<file path="src/rtl/char_motion_ctl.sv">
// Per-frame player movement: synchronised buttons drive horizontal walking with edge clamping
// and a ground/rise/fall jump state machine. Every position, velocity and state bit is registered.
module char_motion_ctl #(
  parameter int HOR_PIXELS    = 1024,
  parameter int VER_PIXELS    = 768,
  parameter int GROUND_MARGIN = 20,
  parameter int CHAR_HGT_RST  = 32,
  parameter int MOVE_STEP     = 4,
  parameter int JUMP_V0       = 12,
  parameter int GRAVITY       = 1,
  parameter int MAX_FALL      = 12
) (
  input  logic        clk,
  input  logic        rst,
  input  logic        frame_tick,
  input  logic        btn_left,
  input  logic        btn_right,
  input  logic        btn_jump,
  input  logic [11:0] char_hgt,
  input  logic [11:0] char_lng,
  output logic [11:0] pos_x,
  output logic [11:0] pos_y,
  output logic        on_ground,
  output logic [1:0]  state
);

  typedef enum logic [1:0] {
    GROUND = 2'b00,
    RISE   = 2'b01,
    FALL   = 2'b10,
    UNUSED = 2'b11
  } state_t;

  localparam logic signed [12:0] HOR_MAX     = 13'(HOR_PIXELS - 1);
  localparam logic signed [12:0] GROUND_BASE = 13'(VER_PIXELS - GROUND_MARGIN);
  localparam logic signed [12:0] STEP        = 13'(MOVE_STEP);
  localparam logic signed [12:0] GRAV        = 13'(GRAVITY);
  localparam logic signed [12:0] MAXF        = 13'(MAX_FALL);
  localparam logic [11:0]        X_RST       = 12'(HOR_PIXELS / 2);
  localparam logic [11:0]        Y_RST       = 12'(VER_PIXELS - GROUND_MARGIN - CHAR_HGT_RST);

  state_t      cur_state, nxt_state;
  logic [11:0] vel_up, vel_fall, nxt_vu, nxt_vf, nxt_x, nxt_y;
  logic        jump_pending;
  logic        left_s1, left_s2, right_s1, right_s2, jump_s1, jump_s2, jump_s3;

  logic signed [12:0] x_cur, x_move, x_lo, x_hi, step_val;
  logic signed [12:0] y_cur, hgt, ground_y, vu, vf, y_up, y_down, vu_dec, vf_inc;

  assign state = cur_state;

  // Button synchronisers plus one extra jump stage for rising-edge detection
  always_ff @(posedge clk) begin
    if (rst) begin
      left_s1  <= 1'b0;
      left_s2  <= 1'b0;
      right_s1 <= 1'b0;
      right_s2 <= 1'b0;
      jump_s1  <= 1'b0;
      jump_s2  <= 1'b0;
      jump_s3  <= 1'b0;
    end else begin
      left_s1  <= btn_left;
      left_s2  <= left_s1;
      right_s1 <= btn_right;
      right_s2 <= right_s1;
      jump_s1  <= btn_jump;
      jump_s2  <= jump_s1;
      jump_s3  <= jump_s2;
    end
  end

  always_ff @(posedge clk) begin
    if (rst) begin
      cur_state    <= GROUND;
      on_ground    <= 1'b1;
      pos_x        <= X_RST;
      pos_y        <= Y_RST;
      vel_up       <= '0;
      vel_fall     <= '0;
      jump_pending <= 1'b0;
    end else begin
      cur_state <= nxt_state;
      on_ground <= (nxt_state == GROUND);
      pos_x     <= nxt_x;
      pos_y     <= nxt_y;
      vel_up    <= nxt_vu;
      vel_fall  <= nxt_vf;
      // A jump request lives only until the next frame; it is never carried over
      if (frame_tick)
        jump_pending <= 1'b0;
      else if (jump_s2 && !jump_s3)
        jump_pending <= 1'b1;
    end
  end

  always_comb begin
    x_cur    = $signed({1'b0, pos_x});
    y_cur    = $signed({1'b0, pos_y});
    hgt      = $signed({1'b0, char_hgt});
    x_lo     = $signed({1'b0, char_lng});
    x_hi     = HOR_MAX - x_lo;
    vu       = $signed({1'b0, vel_up});
    vf       = $signed({1'b0, vel_fall});
    ground_y = GROUND_BASE - hgt;
    y_up     = y_cur - vu;
    y_down   = y_cur + vf;
    vu_dec   = vu - GRAV;
    vf_inc   = vf + GRAV;

    step_val = '0;
    if (right_s2 && !left_s2)
      step_val = STEP;
    else if (left_s2 && !right_s2)
      step_val = -STEP;
    x_move = x_cur + step_val;

    nxt_state = cur_state;
    nxt_x     = pos_x;
    nxt_y     = pos_y;
    nxt_vu    = vel_up;
    nxt_vf    = vel_fall;

    if (frame_tick) begin
      if (x_move < x_lo)
        nxt_x = x_lo[11:0];
      else if (x_move > x_hi)
        nxt_x = x_hi[11:0];
      else
        nxt_x = x_move[11:0];

      case (cur_state)
        GROUND: begin
          nxt_y = ground_y[11:0];
          if (jump_pending) begin
            nxt_vu    = 12'(JUMP_V0);
            nxt_state = RISE;
          end
        end
        RISE: begin
          // Ceiling hit kills the remaining upward speed immediately
          if (y_up < hgt) begin
            nxt_y     = char_hgt;
            nxt_vu    = '0;
            nxt_vf    = GRAV[11:0];
            nxt_state = FALL;
          end else begin
            nxt_y = y_up[11:0];
            if (vu_dec <= 0) begin
              nxt_vu    = '0;
              nxt_vf    = GRAV[11:0];
              nxt_state = FALL;
            end else begin
              nxt_vu = vu_dec[11:0];
            end
          end
        end
        FALL: begin
          if (y_down >= ground_y) begin
            nxt_y     = ground_y[11:0];
            nxt_vf    = '0;
            nxt_state = GROUND;
          end else begin
            nxt_y  = y_down[11:0];
            nxt_vf = (vf_inc > MAXF) ? MAXF[11:0] : vf_inc[11:0];
          end
        end
        default: nxt_state = FALL;
      endcase
    end
  end

endmodule

</file>
<file path="config.mk">
export PLATFORM = sky130hd
export DESIGN_NAME = char_motion_ctl
export DESIGN_NICKNAME = d
export VERILOG_FILES = /design/src/rtl/char_motion_ctl.sv
export SDC_FILE = /design/constraint.sdc
export NUM_CORES = 1
export LEC_CHECK = 0
export ABC_AREA = 1
export BUFFER_PORTS_ARGS = -buffer_cell sky130_fd_sc_hd__buf_2
export CAP_MARGIN = 0
export CORE_UTILIZATION = 60
export DETAILED_ROUTE_END_ITERATION = 7
export HOLD_SLACK_MARGIN = 0.12
export PLACE_DENSITY = 0.77
export SLEW_MARGIN = 20
export SYNTH_ARGS = -nofsm -noshare
export SYNTH_HDL_FRONTEND = slang
export SYNTH_SLANG_ARGS = --single-unit
</file>
<file path="constraint.sdc">
create_clock -name clk -period 7.4 [get_ports clk]
set_input_delay 1.11 -clock clk [delete_from_list [all_inputs] [get_ports clk]]
set_output_delay 1.11 -clock clk [all_outputs]
set_load 0.1 [all_outputs]
</file>
* Yosys cells after proc, flatten, opt, wreduce, memory -nomap -nowiden
Cells that the tools add are included.
** Storage, ports and cells
- Output and inout bits :: 27
- Flip-flop bits (word level) :: 59
- Input port bits :: 30
** Cells by class
- Reduce and logical (&&, ||, !) cells :: 15
- Multiplexer cells :: 22
- $lt $le $gt $ge :: 6
- Add/subtract/negate cells :: 7
- Equality and inequality tests :: 4
** Operators by type and width (number)
- two-way mux 12 bit :: 11
- case mux 12 bit (2 select lines) :: 2
- case mux 12 bit (3 select lines) :: 1
- less-than comparator 13 bit :: 2
- two-way mux 13 bit :: 2
- subtractor 10 x 12 -> 13 bit, first input constant :: 2
- adder 12 x 1 -> 13 bit, second input constant :: 1
- adder 12 x 12 -> 13 bit :: 1
- adder 13 bit :: 1
- >= comparator 13 bit :: 1
- greater-than comparator 13 bit :: 1
- greater-than comparator 13 x 5 -> 1 bit, second input constant :: 1
- less-or-equal comparator 13 x 1 -> 1 bit, second input constant :: 1
- subtractor 12 x 1 -> 13 bit, second input constant :: 1
- subtractor 12 x 12 -> 13 bit :: 1
- two-way mux 2 bit :: 5
- case mux 2 bit (3 select lines) :: 1
- AND reduction 3 bit :: 2
- logical NOT 2 bit :: 2
- nonzero test 2 bit :: 2
- logical AND 1 bit :: 3
- logical NOT 1 bit :: 3
- inequality test 3 bit, second input constant :: 1
- nonzero test 3 bit :: 1
- other kinds (5) :: 5

* Logic depth before layout (Yosys ltp)
- Word-level depth :: 8
- Gate-level depth with buffers :: 25
- Mapped depth without buffers :: 25

* Least setup slack after synthesis
Ideal clock, no wire load.
- Path type :: register to register
- Start point :: reg pos_y[0]
- End point :: reg vel_fall[1]
- Required time :: 7.288 ns
- Library setup time :: 0.112 ns
- Period minus slack after synthesis :: 3.755 ns
- Arrival time :: 3.643 ns
- Cell stages (with the launch flop) :: 21
- Slack :: 3.645 ns
- Path buffers :: 1
- Path through :: dfxtp_1 > inv_1 > ha_1 > fa_1 > o21bai_4 > a21boi_0 > xor2_1 > inv_1 > ha_1 > a21oi_1 > o21a_1 > nand2_1 > nand2_1 > nand2_2 > nand2_4 > inv_4 > nand3_4 > nand3_4 > buf_6 > o21bai_2 > nor2_2
** Between the ends
- Word-level cells in the longest chain between the ends :: 4
** Ends and longest elaborated chain
- start, declared :: RTL line 22 : output logic [11:0] pos_y,
- start signal, assigned :: RTL line 86 : pos_y <= nxt_y;
- subtractor 12 x 12 -> 13 bit or adder 12 x 12 -> 13 bit (tied branches) :: RTL line 106, 107
- less-than comparator 13 bit or >= comparator 13 bit (tied branches) :: RTL line 142, 159
- inequality test 3 bit (no line) (tied with other cells)
- AND reduction 3 bit (no line) or case mux 12 bit (2 select lines) (tied branches)
- end signal, assigned :: RTL line 88 : vel_fall <= nxt_vf;
- end, declared :: RTL line 43 : logic [11:0] vel_up, vel_fall, nxt_vu, nxt_vf, nxt_x, nxt_y;
Several ways; a longest one is shown, not always the timed one.
A chain may end at the register's enable or synchronous reset.

* Worst setup path after layout
- Start point :: reg right_s2
- End point :: reg pos_x[0]
** Between the ends
- Word-level cells in the longest chain between the ends :: 8
** Ends and longest elaborated chain
- start, declared :: RTL line 45 : logic left_s1, left_s2, right_s1, right_s2, jump_s1, jump_s2, jump_s3;
- start signal, assigned :: RTL line 66 : right_s2 <= right_s1;
- logical NOT 1 bit :: RTL line 114 : else if (left_s2 && !right_s2)
- logical AND 1 bit :: RTL line 114
- two-way mux 13 bit :: RTL line 114
- two-way mux 13 bit (*) :: RTL line 112 : if (right_s2 && !left_s2)
- adder 13 bit (*) :: RTL line 116 : x_move = x_cur + step_val;
- greater-than comparator 13 bit :: RTL line 127 : else if (x_move > x_hi)
- two-way mux 12 bit :: RTL line 127
- two-way mux 12 bit (*) :: RTL line 125 : if (x_move < x_lo)
- end signal, assigned :: RTL line 85 : pos_x <= nxt_x;
- end, declared :: RTL line 21 : output logic [11:0] pos_x,
Mark *: on every way between the ends. The rest lies on a longest branch, timed or not.

==> summary.md <==
| Metric | Value |
|---|---|
| Status | `finished clean` |
| Layout cells sized above 1 | `8.78%` |
| EDFF count, synth | `0` |
| Hpwl dp | `14400 microns` |
| Crit Path Max Fanout | `18` |
| Final GP Congestion | `0.938` |
| Minimum hold slack | `0.402 ns` |
| Top_reg_cell synth | `dfxtp_1` |
| Fmax | `0.246 GHz` |
| Synthesized area | `6980 sq um` |
| Nets | `1328` |
| CTS tree | `built` |
| Pin slew with the least headroom to its limit | `0.764 ns` |
| Root Driver | `clkbuf_16` |
| Most common cell after layout, fill and taps aside | `nand2_1` |
| Avg WL per Cell | `13.5 microns` |
| First-pass GRT wire length | `29600 microns` |
| Critical Path AT | `4.25 ns` |
| Seq/Total Area, Yosys | `16.9%` |
| Post-route minimum period | `4.06 ns` |
| Global-route usage over all layers | `31.6%` |
| Die area | `12100 sq um` |
| Clk sinks | `59` |
| Crit. End Element | `flip-flop` |
| Area taken by multi-input logic gates | `4960 sq um` |
| Number of cell rows | `39` |
| Hold crit path type | `reg -> reg` |
| CP Launch Type | `flip-flop` |
| Leak Pwr | `4.25 nW` |
| Antenna Cells | `0` |
| Core footprint | `11400 sq um` |
| Post-cts resize count | `0` |
| Synthesized area per cell | `6.06 sq um` |
| Top-Level Pins | `57` |
| MaxCap Viol Count | `0` |
| Final slew viol count | `0` |
| Die W | `110 microns` |
| Layout area overhead | `9.79%` |
| Overflow after GRT | `0` |
| Flops & latches, synth | `59` |
| Worst-case vdd ir drop | `146 uV` |
| Final ANT Viol Nets | `0` |
| Most frequent cells in the layout | `nand2_1, inv_1, nand3_1` |
| Asr flop ratio synth | `0%` |
| Pwr Density | `194 nW/um^2` |
| Initial antenna violation count | `0` |
| Die H | `110 microns` |
| Setup TNS | `0 ns` |
| Setup Viol. Count Final | `0` |
| Hold Vio Cnt, Final | `0` |
| Number of CTS-inserted buffers | `9` |
| Clk_skew | `0.00629 ns` |
| Mapped Cells | `1152` |
| Starting DRT DRC Count | `432` |
| Vias per inst | `5.34` |
| Required @ worst endpoint | `7.59 ns` |
| Sequential Area | `1180 sq um` |
| Fillers | `1104` |
| DRC Markers | `0` |
| Post-synth net total | `1278` |
| H-tree levels | `3` |
| Period utilization | `54.8%` |
| RSZ-0062 raised after global routing | `false` |
| Cts hold-fix bufs | `0` |
| Relative slew slack | `49.0%` |
| Starting Density | `61.4%` |
| Post-CTS setup repair buffer count | `0` |
| Vias | `7213` |
| Worst-path clk slew | `0.06 ns` |
| Clock Tree Buf Depth | `2` |
| IO buf count | `56` |
| WS Path Type | `reg -> reg` |
| Synth unique cells | `44` |
| Ys Warns | `0` |
| WL final | `18200 microns` |
| Worst skew pair latency | `0.33 ns` |
| Drt first pass iters | `7` |
| Vias in the first global route | `6430` |
| Pin count of the biggest net entering global routing | `42` |
[critical path, cell delays in order (launching register included)]
cell and delay [ns]:
dfxtp_1 0.29, inv_1 0.05, ha_1 0.48, ha_1 0.40, a21oi_1 0.22, o21ai_0 0.13, a21oi_1 0.21, nor2_1 0.06
nor2_1 0.11, xor2_1 0.20, inv_1 0.09, ha_1 0.30, nor3_1 0.20, nand2_1 0.09, nand3_1 0.07, nand2_1 0.05
nand2_1 0.05, nand2_1 0.33, nand3_1 0.24, nand2_1 0.10, inv_1 0.10, nand2_1 0.05, nand2_1 0.05, nor2_1 0.03
[sequential cells by signal (all words and copies together) (netlist names)]
name	count
right_s2	1
vel_up	12
state	2
right_s1	1
vel_fall	12
jump_s3	1
left_s1	1
left_s2	1
pos_x	12
jump_s1	1
jump_pending	1
pos_y	12
jump_s2	1
on_ground	1
[per-stage QoR]
step	worst slack, ns	utilization, %	instance area [sq um]	instances	power, mW
global route	2.90	67.4	7660	1350	1.58
global placement	3.32	64.6	7350	1334	1.02
floorplan	3.65	-	6980	1152	0.896
detailed placement	3.25	64.6	7350	1334	1.03
finish	3.34	67.4	7660	1350	1.48
CTS	3.35	67.4	7660	1350	1.48
[layer usage]
metal / GRT usage (%) / share of wire (%)
met5: 0 / 0
met4: 11.1 / 2.5
met3: 5.16 / 5.8
met2: 52.7 / 45
met1: 41.1 / 47
[cells in the mapped netlist (4+ instances only)]
| library cell | n | area (sq um) |
|---|---|---|
| dfxtp_1 | 59 | 1180 |
| o21bai_2 | 4 | 45.0 |
| nor2_2 | 9 | 56.3 |
| o211ai_1 | 12 | 90.1 |
| nand3b_1 | 6 | 45.0 |
| nand2_2 | 6 | 37.5 |
| clkbuf_1 | 11 | 41.3 |
| nand4_1 | 22 | 138 |
| nand3_1 | 105 | 526 |
| o21ai_0 | 20 | 100 |
| xnor2_1 | 8 | 70.1 |
| inv_1 | 196 | 736 |
| xor2_1 | 24 | 210 |
| ha_1 | 93 | 1160 |
| o21ai_1 | 4 | 20.0 |
| o21bai_1 | 5 | 37.5 |
| nor2_1 | 82 | 308 |
| nand2_1 | 362 | 1360 |
| a21oi_1 | 80 | 400 |
| nor3_1 | 8 | 40.0 |
[final timing paths]
check | slack, ns | cells past startpoint | endpoint | from
min | 0.40 | 2 | jump_s2 | jump_s1
max | 3.34 | 23 | pos_x[0] | right_s2
min reg2reg | 0.40 | 2 | jump_s2 | jump_s1
max reg2reg | 3.34 | 23 | pos_x[0] | right_s2
[cell type report]
type                    instances  share of cell area [%]
multi-input cells             877                    64.7
flip-flops and latches         59                    15.4
inverters                     199                    9.79
repair buffers                 56                    3.66
clock buffers                  11                    3.04
well taps                     143                    2.34
clock inverters                 5                    1.01
[logic make-up (layout without fill, tap and decap cells)]
kind of cell	Yosys count	count (layout)	synth area share (%)
AOI/OAI and AO/OA	135	135	11.2
buffers and inverters	216	271	12.0
DFF	59	59	16.9
and+or+nand+nor	612	612	37.9
xor gates and xnor gates	34	34	4.48
adders and majority gates	96	96	17.5
[where the power goes]
part	total, mW	leakage, nW	switching (mW)	internal [mW]
registers	0.371	0.484	0.0309	0.340
clock network	0.451	0.150	0.158	0.294
logic	0.661	3.62	0.462	0.199
No activity file was read; power rests on OpenSTA's default activity.
